==> src/rtl/multi_motor_driver.sv <==
// N-channel soft-start H-bridge driver: per-channel duty ramping, reversal dead-time
// and PWM enable generation for L298-style bridge inputs.
module multi_motor_driver #(
  parameter int NUM_MOTORS = 2,
  parameter int PWM_BITS   = 8,
  parameter int RAMP_DIV   = 1250,
  parameter int DEADTIME   = 1250
) (
  input  logic                             clk_125mhz,
  input  logic                             reset,
  input  logic                             cmd_valid,
  input  logic [2*NUM_MOTORS-1:0]          cmd_mode,
  input  logic [PWM_BITS*NUM_MOTORS-1:0]   cmd_duty,
  output logic [2*NUM_MOTORS-1:0]          in,
  output logic [NUM_MOTORS-1:0]            en,
  output logic [NUM_MOTORS-1:0]            busy
);

  localparam int PRE_W = (RAMP_DIV > 1) ? $clog2(RAMP_DIV) : 1;
  localparam int DT_W  = (DEADTIME > 1) ? $clog2(DEADTIME) : 1;

  localparam logic [1:0] MODE_COAST = 2'b00;
  localparam logic [1:0] MODE_REV   = 2'b10;
  localparam logic [1:0] MODE_BRAKE = 2'b11;

  typedef enum logic [1:0] {ST_COAST, ST_BRAKE, ST_RUN, ST_DEAD} state_t;

  logic [PWM_BITS-1:0] pwm_cnt_q, pwm_cnt_d;
  logic [PRE_W-1:0]    presc_q, presc_d;
  logic                ramp_tick;

  always_comb begin
    pwm_cnt_d = pwm_cnt_q + 1'b1;
    ramp_tick = (presc_q == PRE_W'(RAMP_DIV - 1));
    presc_d   = ramp_tick ? '0 : presc_q + 1'b1;
  end

  always_ff @(posedge clk_125mhz) begin
    if (reset) begin
      pwm_cnt_q <= '0;
      presc_q   <= '0;
    end else begin
      pwm_cnt_q <= pwm_cnt_d;
      presc_q   <= presc_d;
    end
  end

  genvar gi;
  generate
    for (gi = 0; gi < NUM_MOTORS; gi++) begin : g_ch
      state_t              state_q, state_d;
      logic [1:0]          tgt_mode_q, tgt_mode_d;
      logic [PWM_BITS-1:0] tgt_duty_q, tgt_duty_d;
      logic [PWM_BITS-1:0] cur_duty_q, cur_duty_d;
      logic                cur_dir_q, cur_dir_d;   // 0 = forward, 1 = reverse
      logic [DT_W-1:0]     dead_q, dead_d;
      logic [1:0]          in_q, in_d;
      logic                en_q, en_d;
      logic                busy_q, busy_d;
      logic                tgt_dir;

      always_comb begin
        tgt_mode_d = cmd_valid ? cmd_mode[2*gi +: 2] : tgt_mode_q;
        tgt_duty_d = cmd_valid ? cmd_duty[PWM_BITS*gi +: PWM_BITS] : tgt_duty_q;
        tgt_dir    = (tgt_mode_q == MODE_REV);
        state_d    = state_q;
        cur_duty_d = cur_duty_q;
        cur_dir_d  = cur_dir_q;
        dead_d     = dead_q;

        // Coast and brake bypass ramping and dead-time from any state.
        if (tgt_mode_q == MODE_COAST) begin
          state_d    = ST_COAST;
          cur_duty_d = '0;
          dead_d     = '0;
        end else if (tgt_mode_q == MODE_BRAKE) begin
          state_d    = ST_BRAKE;
          cur_duty_d = '0;
          dead_d     = '0;
        end else begin
          case (state_q)
            ST_COAST, ST_BRAKE: begin
              state_d    = ST_RUN;
              cur_dir_d  = tgt_dir;
              cur_duty_d = '0;
            end
            ST_RUN: begin
              if (tgt_dir == cur_dir_q) begin
                if (ramp_tick) begin
                  if (cur_duty_q < tgt_duty_q)
                    cur_duty_d = cur_duty_q + 1'b1;
                  else if (cur_duty_q > tgt_duty_q)
                    cur_duty_d = cur_duty_q - 1'b1;
                end
              end else if (cur_duty_q == '0) begin
                state_d = ST_DEAD;
                dead_d  = DT_W'(DEADTIME - 1);
              end else if (ramp_tick) begin
                cur_duty_d = cur_duty_q - 1'b1;
              end
            end
            ST_DEAD: begin
              if (dead_q == '0) begin
                state_d    = ST_RUN;
                cur_dir_d  = tgt_dir;
                cur_duty_d = '0;
              end else begin
                dead_d = dead_q - 1'b1;
              end
            end
            default: state_d = ST_COAST;
          endcase
        end

        // Pin encoding is {IN_B, IN_A}; forward drives IN_B.
        in_d = 2'b00;
        en_d = 1'b0;
        case (state_q)
          ST_BRAKE: begin
            in_d = 2'b11;
            en_d = 1'b1;
          end
          ST_RUN: begin
            in_d = cur_dir_q ? 2'b01 : 2'b10;
            en_d = (pwm_cnt_q < cur_duty_q);
          end
          default: begin
            in_d = 2'b00;
            en_d = 1'b0;
          end
        endcase
        busy_d = (cur_duty_q != tgt_duty_q) || (state_q == ST_DEAD);
      end

      always_ff @(posedge clk_125mhz) begin
        if (reset) begin
          state_q    <= ST_COAST;
          tgt_mode_q <= MODE_COAST;
          tgt_duty_q <= '0;
          cur_duty_q <= '0;
          cur_dir_q  <= 1'b0;
          dead_q     <= '0;
          in_q       <= 2'b00;
          en_q       <= 1'b0;
          busy_q     <= 1'b0;
        end else begin
          state_q    <= state_d;
          tgt_mode_q <= tgt_mode_d;
          tgt_duty_q <= tgt_duty_d;
          cur_duty_q <= cur_duty_d;
          cur_dir_q  <= cur_dir_d;
          dead_q     <= dead_d;
          in_q       <= in_d;
          en_q       <= en_d;
          busy_q     <= busy_d;
        end
      end

      assign in[2*gi +: 2] = in_q;
      assign en[gi]        = en_q;
      assign busy[gi]      = busy_q;
    end
  endgenerate

endmodule

==> config.mk <==
export PLATFORM = sky130hd
export DESIGN_NAME = multi_motor_driver
export DESIGN_NICKNAME = d
export VERILOG_FILES = /design/src/rtl/multi_motor_driver.sv
export SDC_FILE = /design/constraint.sdc
export NUM_CORES = 1
export LEC_CHECK = 0
export BUFFER_PORTS_ARGS = -buffer_cell sky130_fd_sc_hd__buf_2
export CORE_ASPECT_RATIO = 1.25
export CORE_UTILIZATION = 45
export DETAILED_ROUTE_END_ITERATION = 12
export GPL_ROUTABILITY_DRIVEN = 0
export MAX_ROUTING_LAYER = met4
export PLACE_DENSITY = 0.74
export RECOVER_POWER = 100
export SLEW_MARGIN = 10
export SYNTH_ARGS = -nofsm -noshare
export SYNTH_HDL_FRONTEND = slang
export SYNTH_SLANG_ARGS = --single-unit
==> constraint.sdc <==
create_clock -name clk_125mhz -period 3.3 [get_ports clk_125mhz]
set_clock_uncertainty 0.15 [all_clocks]
set_input_delay 0.33 -clock clk_125mhz [delete_from_list [all_inputs] [get_ports clk_125mhz]]
set_output_delay 0.33 -clock clk_125mhz [all_outputs]
set_load 0.02 [all_outputs]
=== After elaboration in Yosys (flattened, before gate mapping) ===
Index checks and enable logic that the tools add are counted.

* Bitwise logic cells: 4
* Reduce and logical (&&, ||, !) cells: 31
* Multiplexer cells: 44
* $add $sub $neg: 8
* Equality and inequality tests: 37
* $lt $le $gt $ge: 6

{| class="wikitable"
|+ Operator list
! cell !! number
|-
| $mux 8 || 14
|-
| $mux 11 || 6
|-
| $pmux 8 s3 || 2
|-
| $pmux 11 s2 || 2
|-
| $ne 3x3->1 const B || 12
|-
| $lt 8x8->1 || 4
|-
| $add 8x1->8 const B || 3
|-
| $logic_not 11->1 || 2
|-
| $sub 11x1->11 const B || 2
|-
| $eq 2x2->1 const B || 8
|-
| $gt 8x8->1 || 2
|-
| $logic_not 8->1 || 2
|-
| $mux 2 || 8
|-
| $ne 2x2->1 const B || 8
|-
| $ne 8x8->1 || 2
|-
| $reduce_and 4->1 || 4
|-
| $sub 8x1->8 const B || 2
|-
| $pmux 2 s3 || 2
|-
| $reduce_and 3->1 || 4
|-
| $add 11x1->11 const B || 1
|-
| $eq 11x11->1 const B || 1
|-
| $reduce_and 5->1 || 2
|-
| $reduce_or 2->1 || 5
|-
| $logic_not 2->1 || 4
|-
| other kinds (10) || 28
|}

* Flip-flop bits (word level): 91
* Bits of input ports: 23
* Output and inout port bits: 8

=== Logic depth before layout (Yosys ltp) ===
Gate-level depths: netlist (run 1).

* Word-level depth: 6
* Mapped depth: 10
* Depth with buffers taken out: 9

=== Worst setup path after synthesis (run 1) ===
OpenSTA, ideal clock, no wires.

* Path kind: register -> register
* From: reg g_ch[0].cur_duty_q[1]
* To: reg g_ch[0].cur_duty_q[4]
* Clock period less this slack: 2.521 ns
* Stages on the path, launching flop included: 9
* Slack: 0.779 ns
* Arrival time: 2.270 ns
* Path through: dfxtp_1 ha_1 nor2b_1 o211ai_1 a21oi_1 nor3_1 clkbuf_1 mux2_2 o41ai_1

* Longest elaborated chain between the ends: 6
* Elaborated cells between the ends (all ways): 16
* Classes of those cells: 2 x add/sub; 2 x order compare; 3 x eq/ne; 7 x mux; 2 x reduce/logical

{| class="wikitable"
|+ Ends and longest elaborated chain
! what !! RTL line !! RTL
|-
| start: declaration || 54 || <nowiki>logic [PWM_BITS-1:0] cur_duty_q, cur_duty_d;</nowiki>
|-
| start signal: assignment || 150 || <nowiki>cur_duty_q <= cur_duty_d;</nowiki>
|-
| $sub 8x1->8 || 93, 99 ||
|-
| $mux 8 || 92 || <nowiki>else if (cur_duty_q > tgt_duty_q)</nowiki>
|-
| $mux 8 || 90 || <nowiki>if (cur_duty_q < tgt_duty_q)</nowiki>
|-
| $mux 8 || 89 || <nowiki>if (ramp_tick) begin</nowiki>
|-
| $mux 8 || 88 || <nowiki>if (tgt_dir == cur_dir_q) begin</nowiki>
|-
| $pmux 8 s3 || 81 || <nowiki>case (state_q)</nowiki>
|}

Several ways; a longest one is shown, not always the timed one. The select of a mux whose other input is x is not followed.
A chain may end at the register's enable or synchronous reset.

=== Final worst setup path (run 1) ===
* From: reg g_ch[0].cur_duty_q[2]
* To: reg g_ch[0].dead_q[6]

* Longest elaborated chain between the ends: 3

{| class="wikitable"
|+ Ends and longest elaborated chain
! what !! RTL line !! RTL
|-
| $logic_not 8->1 || 95 || <nowiki>end else if (cur_duty_q == '0) begin</nowiki>
|-
| $ne 2x2->1 (no line) || - ||
|-
| $reduce_and 4->1 (no line) || - ||
|-
| end signal: assignment || 142 || <nowiki>dead_q <= '0;</nowiki>
|-
| end signal: assignment || 152 || <nowiki>dead_q <= dead_d;</nowiki>
|-
| end: declaration || 56 || <nowiki>logic [DT_W-1:0] dead_q, dead_d;</nowiki>
|}

No other way between the ends.

==> results.sh, run 1 <==
export IMPL_core_area_sq_um=11200
export IMPL_pin_count=31
export IMPL_synth_edf_count=0
export IMPL_tightest_slew_ps=1690
export IMPL_violations="max-capacitance violations, max-slew violations"
export IMPL_stdcell_area_sq_um=5740
export IMPL_area_delta_synth_final_pct=9.64
export IMPL_cp_max_fo=8
export IMPL_cp_num_buf_inv=0
export IMPL_grt_pass1_vias=4425
export IMPL_cts_post_setup_buffers_inserted=0
export IMPL_dominantRegCellSynth="dfxtp_1"
export IMPL_crit_slowest_cell="o41ai_1"
export IMPL_hold_start="cmd_duty[9]"
export IMPL_die_area_sq_um=12100
export IMPL_synth_seq_cells=91
export IMPL_numCtsBuffers=9
export IMPL_wl_per_cell_um=14.9
export IMPL_finalNetCount=713
export IMPL_reg2reg_from="g_ch[0].cur_duty_q[2]"
export IMPL_hold_buffers=0
export IMPL_cts_htree_levels=3
export IMPL_dpl_instance_area_sq_um=5480
export IMPL_overflow=0
export IMPL_ys_warn_count=0
export IMPL_crit_chain="or4_4 -> o41ai_1 -> nand2_2 -> a211oi_2 -> nand2_1 -> xor2_1 -> a21oi_1"
export IMPL_powerDensity_nw_per_um2=465
export IMPL_grt_pass1_wl_mm=19.8
export IMPL_drive_above_1_share=0.0872
export IMPL_grt_usage=0.208
export IMPL_num_rows=43
export IMPL_timing_final_crit_share=0.898
export IMPL_drtAntennaViolNets=0
export IMPL_antenna_found_initial=0
export IMPL_die_h_um=123
export IMPL_dp_final_hpwl_mm=8.58
export IMPL_max_freq_ghz=0.337
export IMPL_critical_path_required_ps=3350
export IMPL_worst_ep_arrival_time_ps=3010
export IMPL_grt_max_degree=39
export IMPL_fin_setup_tns_ps=0
export IMPL_start_kind="flip-flop"
export IMPL_wl_mm=11.6
export IMPL_finalHoldViolCount=0
export IMPL_viasPerCell=5.66
export IMPL_drt_first_pass_iters=6
export IMPL_crit_path_start="g_ch[0].cur_duty_q[2]"
export IMPL_synthTopCellsByArea="dfxtp_1, ha_1, nor2_1"
export IMPL_cts_clk_slew_worst_paths_ps=60
export IMPL_cts_root_buf="clkbuf_16"
export IMPL_peakVddDrop_v=0.000209
export IMPL_hold_path_class="in2reg"
export IMPL_start_util=0.467
export IMPL_die_width_um=98.4
export IMPL_ctsResizeCount=0
export IMPL_maxSlewViolCount=60
export IMPL_path_delay_family="compound AO/OA/AOI/OAI gates"
export IMPL_rsz0062_at_grt="no"
export IMPL_port_buffers=30
export IMPL_cp_end_kind="flip-flop"
export IMPL_synth_area_sq_um=5230
export IMPL_maxSlewHeadroom=-0.127
export IMPL_syn_area_per_cell_sq_um=8.51
export IMPL_synth_top_cell_by_area="dfxtp_1"
export IMPL_syn_inst=615
export IMPL_ctsLongestPathBuffers=2
export IMPL_fin_worst_hold_slack_ps=68.9
export IMPL_final_util=0.513
export IMPL_yosysSeqAreaShare=0.348
export IMPL_maxCapViolCount=2
export IMPL_worst_slack_ps=336
export IMPL_yosys_cell_types_count=52
export IMPL_synth_top_area_share=0.348
export IMPL_syn_nets=691
export IMPL_setup_viol=0
export IMPL_drt_initial_drc_count=207
export IMPL_dp_slack_ps=670
export IMPL_vias=4396
export IMPL_critPathKind="reg2reg"
export IMPL_power_static_leakage_nw=2.37
export IMPL_cts_tree="yes"
export IMPL_worstSkewPairLatency_ps=340
export IMPL_fin_crit_ps=2960
export IMPL_slowest_delay_ps=840
export IMPL_antenna_cells=0
export IMPL_status="finished with violations"
export IMPL_async_reset_ff_frac=0
export IMPL_cts_sinks=91
export IMPL_drc=0
==> worst paths after layout <==
| kind | to | slack [ps] | cells past startpoint |
|---|---|---|---|
| max | g_ch[0].dead_q[6] | 340 | 7 |
| min | g_ch[1].tgt_duty_q[1] | 70 | 3 |
| min reg2reg | pwm_cnt_q[0] | 330 | 1 |
| max reg2reg | g_ch[0].dead_q[6] | 340 | 7 |
==> synthesized netlist by cell type (all sizes together), types with 4 or more instances <==
cell type   n
dfxtp      91
nor2       78
ha         53
inv        50
a21oi      45
nand2      33
nand3      31
mux2i      25
nor3       25
xnor2      21
clkbuf     18
xor2       14
and3       13
nor4       13
nand4      12
o21ai      12
a211oi      7
a21o        7
nand2b      7
a31oi       5
buf         5
or4         5
a2bb2oi     4
mux2        4
nor2b       4
o41ai       4
or3         4
==> worst reg2reg max path, cell delays in order (launching register included) <==
cell and delay, ps:
dfxtp_1 380, or4_4 590, o41ai_1 840, nand2_2 100, a211oi_2 360, nand2_1 130, xor2_1 180, a21oi_1 80
==> final cells by class <==
class                           count  area [sq um]
Fill cell                        1062          5460
Multi-Input combinational cell    450          3070
Sequential cell                    91          1820
Clock buffer                       12           246
Inverter                           51           191
Tap cell                          135           169
Timing Repair Buffer               34           165
Clock inverter                      4          73.8
==> cell usage in the layout, fill, tap and decap left out, types with 3 or more instances in the layout <==
cell / n
or2_2: 3
mux2_2: 4
o21ai_0: 10
nand2_1: 32
xor2_1: 14
nor2b_1: 4
a21oi_1: 45
clkbuf_16: 9
nor4_1: 11
nand3_1: 31
a211oi_1: 6
mux2i_1: 25
nand4_1: 11
or4_1: 3
a2bb2oi_1: 4
and3_1: 13
o211ai_1: 3
ha_1: 53
or3_1: 4
o41ai_1: 3
inv_1: 50
nor3_1: 25
buf_4: 3
nor2_1: 78
nand2b_1: 7
o21a_1: 3
a21o_1: 7
xnor2_1: 21
clkbuf_1: 12
a31oi_1: 5
dfxtp_1: 91
buf_2: 21
==> power by group <==
part	switching, mW	internal [mW]
sequential	0.0330	1.13
clock	0.422	0.685
combinational	0.224	0.166
total	0.679	1.99
==> registers in the layout (all words and copies together), names as in the netlist <==
| name | count |
|---|---|
| pwm_cnt_q | 8 |
| g_ch.cur_duty_q | 16 |
| g_ch.busy_q | 2 |
| g_ch.dead_q | 22 |
| g_ch.in_q | 4 |
| g_ch.tgt_duty_q | 16 |
| presc_q | 11 |
| g_ch.en_q | 2 |
| g_ch.cur_dir_q | 2 |
| g_ch.state_q | 4 |
| g_ch.tgt_mode_q | 4 |
==> through the flow <==
step	power, mW	cells
final	2.66	777
after global routing	2.77	777
after CTS	2.69	777
after detailed placement	1.58	761
after global placement	1.57	761
after floorplan	1.49	615
==> per-layer routing <==
| layer | part of all wire | up-vias | track usage |
|---|---|---|---|
| li1 | - | 2186 | - |
| met1 | 0.42 | 2067 | 0.224 |
| met2 | 0.51 | 112 | 0.374 |
| met3 | 0.038 | 31 | 0.0342 |
| met4 | 0.028 | 0 | 0.103 |
| met5 | 0 | - | - |
==> cells by family after synthesis <==
logic type / share of synthesized area
multiplexers: 0.0564
adder cells (fa/ha/maj): 0.127
XOR/XNOR: 0.0586
flip-flops: 0.348
buffers and inverters: 0.0560
AND/OR/NAND/NOR: 0.222
AO/OA/AOI/OAI: 0.132
No activity file was read; power rests on OpenSTA's default activity.
==> run 2, diff against run 1 <==
==> constraint.sdc (replaced) <==
create_clock -name clk_125mhz -period 3.7 [get_ports clk_125mhz]
set_clock_uncertainty 0.15 [all_clocks]
set_input_delay 0.37 -clock clk_125mhz [delete_from_list [all_inputs] [get_ports clk_125mhz]]
set_output_delay 0.37 -clock clk_125mhz [all_outputs]
set_load 0.02 [all_outputs]
==> results.sh, run 2 (same netlist as run 1, synthesis figures left out) <==
export IMPL_final_common_cell="dfxtp_1"
export IMPL_die_area_sq_um=12100
export IMPL_crit_path_start="g_ch[0].cur_duty_q[2]"
export IMPL_area_delta_synth_final_pct=8.90
export IMPL_worst_ep_arrival_time_ps=3100
export IMPL_drive_above_1_share=0.0828
export IMPL_status="finished with violations"
export IMPL_cts_sinks=91
export IMPL_largest_reg_flops=22
export IMPL_die_h_um=123
export IMPL_pin_count=31
export IMPL_worstSkewPairLatency_ps=350
export IMPL_overflow=0
export IMPL_max_freq_ghz=0.328
export IMPL_grt_pass1_wl_mm=19.7
export IMPL_wl_mm=11.5
export IMPL_p_sw_frac=0.266
export IMPL_multi_input_area_sq_um=3070
export IMPL_hold_start="cmd_duty[15]"
export IMPL_crit_chain="or4_1 -> o41ai_1 -> nand4_2 -> nor4_1 -> xnor2_1 -> a21oi_1"
export IMPL_top_regs="g_ch.dead_q x22, g_ch.cur_duty_q x16, g_ch.tgt_duty_q x16"
export IMPL_maxCapViolCount=1
export IMPL_fin_crit_ps=3050
export IMPL_antenna_found_initial=0
export IMPL_setup_viol=0
export IMPL_tightest_slew_ps=2010
export IMPL_hold_path_class="in2reg"
export IMPL_finalHoldViolCount=0
export IMPL_cp_end_kind="flip-flop"
export IMPL_antenna_cells=0
export IMPL_violations="design-rule violations, max-capacitance violations, max-slew violations"
export IMPL_vias=4361
export IMPL_power_static_leakage_nw=2.36
export IMPL_crit_slowest_cell="o41ai_1"
export IMPL_cts_htree_levels=3
export IMPL_peakVddDrop_v=0.000215
export IMPL_dp_final_hpwl_mm=8.45
export IMPL_start_kind="flip-flop"
export IMPL_cts_clk_slew_worst_paths_ps=60
export IMPL_cts_root_buf="clkbuf_16"
export IMPL_final_cell_mix="dfxtp_1, nor2_1, ha_1, inv_1, a21oi_1"
export IMPL_combinationalPowerShare=0.149
export IMPL_fill_cells=1059
export IMPL_critPathKind="reg2reg"
export IMPL_cp_num_buf_inv=0
export IMPL_reg2reg_from="g_ch[0].cur_duty_q[2]"
export IMPL_path_delay_family="simple AND/OR/NAND/NOR gates"
export IMPL_p_clk_frac=0.397
export IMPL_timing_final_crit_share=0.824
export IMPL_num_rows=43
export IMPL_rrSetupSlack_ps=650
export IMPL_p_sw_mw=0.609
export IMPL_drc=3
export IMPL_finalNetCount=711
export IMPL_port_buffers=30
export IMPL_stdcell_area_sq_um=5700
export IMPL_powerDensity_nw_per_um2=402
export IMPL_path_depth=6
export IMPL_hold_buffers=0
export IMPL_core_area_sq_um=11200
export IMPL_viasPerCell=5.63
export IMPL_grt_usage=0.211
export IMPL_die_width_um=98.4
export IMPL_slowest_delay_ps=830
export IMPL_maxSlewHeadroom=-0.341
export IMPL_drt_first_pass_iters=8
export IMPL_critical_path_required_ps=3750
export IMPL_rsz0062_at_grt="no"
export IMPL_cts_post_setup_buffers_inserted=0
export IMPL_drt_initial_drc_count=230
export IMPL_grt_max_degree=46
export IMPL_dpl_instance_area_sq_um=5460
export IMPL_numCtsBuffers=9
export IMPL_registers_top_by_ff_count="g_ch.dead_q"
export IMPL_share_seq_of_total_power=0.453
export IMPL_cp_endpoint="g_ch[0].dead_q[5]"
export IMPL_fin_setup_tns_ps=0
export IMPL_ctsResizeCount=0
export IMPL_wl_per_cell_um=14.8
export IMPL_drtAntennaViolNets=0
export IMPL_ctsLongestPathBuffers=2
export IMPL_cp_max_fo=8
export IMPL_reg2reg_to="g_ch[0].dead_q[5]"
export IMPL_grt_pass1_vias=4306
export IMPL_cts_tree="yes"
export IMPL_seq_area_sq_um=1820
export IMPL_fin_worst_hold_slack_ps=106
export IMPL_p_int_mw=1.68
export IMPL_start_util=0.467
export IMPL_r2r_cells=6
export IMPL_maxSlewViolCount=46
-- run 2: changes by cell type in the layout (fill, tap and decap cells not counted), sizes merged --
cell    change
inv         +1
bufinv      -1
buf         -2
clkinv      +1
clkbuf      -1
-- run 2: power groups by stage --
| stage | Sequential (mW) | Combinational (mW) | Clock (mW) |
|---|---|---|---|
| 2_1_floorplan | 1.05 | 0.276 | 0 |
| 3_3_place_gp | 1.06 | 0.338 | 0 |
| 3_5_place_dp | 1.06 | 0.347 | 0 |
| 4_1_cts | 1.04 | 0.350 | 0.934 |
| 5_1_grt | 1.04 | 0.384 | 0.969 |
| 6_report | 1.04 | 0.343 | 0.910 |
-- run 2: area by class of cell --
| type | count | share of cell area |
|---|---|---|
| Multi-Input combinational cell | 450 | 0.539 |
| Timing Repair Buffer | 32 | 0.0264 |
| Clock buffer | 11 | 0.0409 |
| Inverter | 51 | 0.0336 |
| Clock inverter | 5 | 0.0108 |
| Tap cell | 135 | 0.0297 |
| Sequential cell | 91 | 0.320 |
-- run 2: stage by stage --
| stage | util | power (mW) | worst slack, ps | cells |
|---|---|---|---|---|
| after floorplan | - | 1.33 | 1180 | 615 |
| after global placement | 0.488 | 1.40 | 1100 | 759 |
| after detailed placement | 0.488 | 1.41 | 1030 | 759 |
| after CTS | 0.515 | 2.32 | 1030 | 775 |
| after global routing | 0.509 | 2.40 | 482 | 775 |
| final | 0.509 | 2.29 | 651 | 775 |
-- run 2: metal layers --
metal / vias up / GRT usage / share of wire
met4: 0 / 0.132 / 0.034
met1: 2033 / 0.231 / 0.41
met3: 31 / 0.0302 / 0.037
li1: 2185 / - / -
met2: 112 / 0.362 / 0.52
met5: - / - / 0
-- run 2: worst min-delay path by stage --
stage	to	slack, ps	cells past startpoint
after floorplan	pwm_cnt_q[0]	280	1
after global placement	pwm_cnt_q[0]	310	1
after detailed placement	pwm_cnt_q[0]	310	1
after CTS	g_ch[1].tgt_duty_q[7]	100	3
after global routing	g_ch[0].tgt_duty_q[2]	110	3
final	g_ch[1].tgt_duty_q[7]	110	3
-- run 2: tightest hold or removal path, delay by kind of cell --
kind,cells,cell delay (ps)
buffers and inverters,1,70
muxes,1,50
and+or+nand+nor,1,70
==> run 3, diff against run 2 <==
--- a/config.mk
+++ b/config.mk
@@ -5,13 +5,14 @@
 export SDC_FILE = /design/constraint.sdc
 export NUM_CORES = 1
 export LEC_CHECK = 0
+export ABC_AREA = 1
 export BUFFER_PORTS_ARGS = -buffer_cell sky130_fd_sc_hd__buf_2
 export CORE_ASPECT_RATIO = 1.25
 export CORE_UTILIZATION = 45
 export DETAILED_ROUTE_END_ITERATION = 12
 export GPL_ROUTABILITY_DRIVEN = 0
 export MAX_ROUTING_LAYER = met4
-export PLACE_DENSITY = 0.74
+export PLACE_DENSITY = 0.76
 export RECOVER_POWER = 100
 export SLEW_MARGIN = 10
 export SYNTH_ARGS = -nofsm -noshare
==> constraint.sdc (replaced) <==
create_clock -name clk_125mhz -period 2.5 [get_ports clk_125mhz]
set_clock_uncertainty 0.15 [all_clocks]
set_input_delay 0.25 -clock clk_125mhz [delete_from_list [all_inputs] [get_ports clk_125mhz]]
set_output_delay 0.25 -clock clk_125mhz [all_outputs]
set_load 0.02 [all_outputs]
==> results.sh, run 3 <==
export IMPL_cp_max_fo=7
export IMPL_slowest_delay_ps=380
export IMPL_synth_top_area_share=0.315
export IMPL_start_kind="flip-flop"
export IMPL_hold_path_class="in2reg"
export IMPL_timing_final_crit_share=0.883
export IMPL_area_delta_synth_final_pct=9.99
export IMPL_grt_usage=0.214
export IMPL_ctsLongestPathBuffers=2
export IMPL_worst_ep_arrival_time_ps=2270
export IMPL_yosysSeqAreaShare=0.315
export IMPL_worstSkewPairLatency_ps=340
export IMPL_p_int_mw=2.48
export IMPL_top_regs="g_ch.dead_q x22, g_ch.cur_duty_q x16, g_ch.tgt_duty_q x16"
export IMPL_cp_common_cell="nand2_1"
export IMPL_port_buffers=30
export IMPL_drive_above_1_share=0.0864
export IMPL_fin_crit_ps=2210
export IMPL_die_h_um=129
export IMPL_drtAntennaViolNets=0
export IMPL_status="complete, no violations"
export IMPL_p_sw_mw=1.09
export IMPL_syn_nets=918
export IMPL_synthTopCellsByArea="dfxtp_1, ha_1, nand2_1"
export IMPL_synth_seq_cells=91
export IMPL_die_area_sq_um=13300
export IMPL_setup_viol=0
export IMPL_crit_chain="inv_1 -> ha_1 -> inv_1 -> nand2_1 -> nand2_1 -> nand2_1 -> nand2_1 -> nand2_1 -> a21oi_1 -> inv_1 -> nand2_1 -> nor2_1 -> nor2_1 -> nor2_1"
export IMPL_cts_tree="yes"
export IMPL_critical_path_required_ps=2570
export IMPL_overflow=0
export IMPL_drt_first_pass_iters=5
export IMPL_largest_reg_flops=22
export IMPL_finalHoldViolCount=0
export IMPL_yosys_cell_count_top_type="nand2_1"
export IMPL_wl_mm=12.9
export IMPL_drc=0
export IMPL_tightest_slew_ps=768
export IMPL_numCtsBuffers=9
export IMPL_die_width_um=103
export IMPL_wl_per_cell_um=12.3
export IMPL_drt_initial_drc_count=243
export IMPL_final_util=0.515
export IMPL_maxSlewViolCount=0
export IMPL_p_sw_frac=0.306
export IMPL_core_area_sq_um=12300
export IMPL_fin_setup_tns_ps=0
export IMPL_yosys_cell_types_count=34
export IMPL_antenna_found_initial=0
export IMPL_hold_start="cmd_duty[0]"
export IMPL_cp_end_kind="flip-flop"
export IMPL_maxCapViolCount=0
export IMPL_maxSlewHeadroom=0.488
export IMPL_fill_cells=1246
export IMPL_peakVddDrop_v=0.000421
export IMPL_crit_path_start="g_ch[1].cur_duty_q[0]"
export IMPL_powerDensity_nw_per_um2=562
export IMPL_max_freq_ghz=0.453
export IMPL_num_rows=45
export IMPL_synth_area_sq_um=5770
export IMPL_combinationalPowerShare=0.198
export IMPL_critPathKind="reg2reg"
export IMPL_grt_max_degree=19
export IMPL_synth_edf_count=0
export IMPL_syn_inst=842
export IMPL_crit_slowest_cell="dfxtp_1"
export IMPL_hold_buffers=1
export IMPL_grt_pass1_wl_mm=21.9
export IMPL_async_reset_ff_frac=0
export IMPL_viasPerCell=5.17
export IMPL_synth_commonest_cells="nand2_1, inv_1, dfxtp_1, nor2_1, a21oi_1"
export IMPL_grt_pass1_vias=5012
export IMPL_ctsResizeCount=0
export IMPL_cts_post_setup_buffers_inserted=0
export IMPL_dp_final_hpwl_mm=9.82
export IMPL_finalNetCount=951
export IMPL_p_clk_frac=0.368
export IMPL_start_util=0.468
export IMPL_final_common_cell="nand2_1"
export IMPL_dominantRegCellSynth="dfxtp_1"
export IMPL_ys_warn_count=0
export IMPL_vias=5402
export IMPL_rsz0062_at_grt="no"
export IMPL_antenna_cells=0
export IMPL_syn_area_per_cell_sq_um=6.86
export IMPL_synth_top_cell_by_area="dfxtp_1"
export IMPL_final_cell_mix="nand2_1, inv_1, dfxtp_1, nor2_1, a21oi_1"
export IMPL_reg2reg_from="g_ch[1].cur_duty_q[0]"
export IMPL_cts_root_buf="clkbuf_16"
export IMPL_pin_count=31
export IMPL_power_static_leakage_nw=2.98
export IMPL_cts_clk_slew_worst_paths_ps=70
export IMPL_cts_htree_levels=3
export IMPL_cts_sinks=91
export IMPL_registers_top_by_ff_count="g_ch.dead_q"
export IMPL_share_seq_of_total_power=0.434
[run 3: cell count changes in the layout (fill, tap and decap cells not counted), sizes merged, moves of 25 or more]
cell | previous run | this run
nand2 | 33 | 178
inv | 51 | 118
o21ai | 12 | 45
a21oi | 45 | 75
nand3 | 31 | 61
mux2i | 25 | 0
[run 3: final timing paths]
kind	end	slack, ps	cells past startpoint
setup / recovery	g_ch[1].cur_duty_q[2]	290	14
hold / removal	g_ch[0].tgt_duty_q[0]	6	3
setup reg to reg	g_ch[1].cur_duty_q[2]	290	14
hold reg to reg	presc_q[10]	310	2
[run 3: cell families after synthesis]
| family | share of synthesized area |
|---|---|
| buffers and inverters | 0.108 |
| AOI/OAI and AO/OA | 0.120 |
| xor gates and xnor gates | 0.0334 |
| adders and majority gates | 0.115 |
| DFF | 0.315 |
| and+or+nand+nor | 0.308 |
[run 3: layer usage]
layer / up-vias / share of wire / global-route usage
li1: 2801 / - / -
met1: 2426 / 0.44 / 0.246
met2: 135 / 0.48 / 0.360
met3: 40 / 0.047 / 0.0391
met4: 0 / 0.034 / 0.0969
met5: - / 0 / -
[run 3: final cells by class]
class | instances | area [sq um] | area share
Multi-Input combinational cell | 601 | 3290 | 0.518
Timing Repair Buffer | 52 | 289 | 0.0455
Inverter | 120 | 452 | 0.0711
Tap cell | 164 | 205 | 0.0323
Clock inverter | 6 | 52.6 | 0.00827
Sequential cell | 91 | 1820 | 0.287
Clock buffer | 10 | 239 | 0.0376
[run 3: power by group through the flow]
stage	combinational, mW	sequential, mW	clock [mW]
2_1_floorplan	0.557	1.57	0
3_3_place_gp	0.702	1.58	0
3_5_place_dp	0.711	1.58	0
4_1_cts	0.719	1.55	1.34
5_1_grt	0.807	1.56	1.40
6_report	0.705	1.55	1.32
[run 3: through the flow]
step	hold slack (ps)	std cells	setup WS (ps)	cell area (sq um)	power, mW
global placement	299	1027	368	6110	2.28
finish	5.82	1044	293	6350	3.57
CTS	5.09	1044	313	6410	3.61
global route	18.5	1044	56.9	6350	3.76
detailed placement	304	1027	334	6110	2.29
floorplan	235	842	663	5770	2.13
[run 3: critical path, delay by kind of cell (launching register included)]
family,cells,cell delay [ps]
buffers and inverters,3,290
AO/OA/AOI/OAI,1,310
AND/OR/NAND/NOR,9,740
flip-flops,1,380
adder cells (fa/ha/maj),1,210
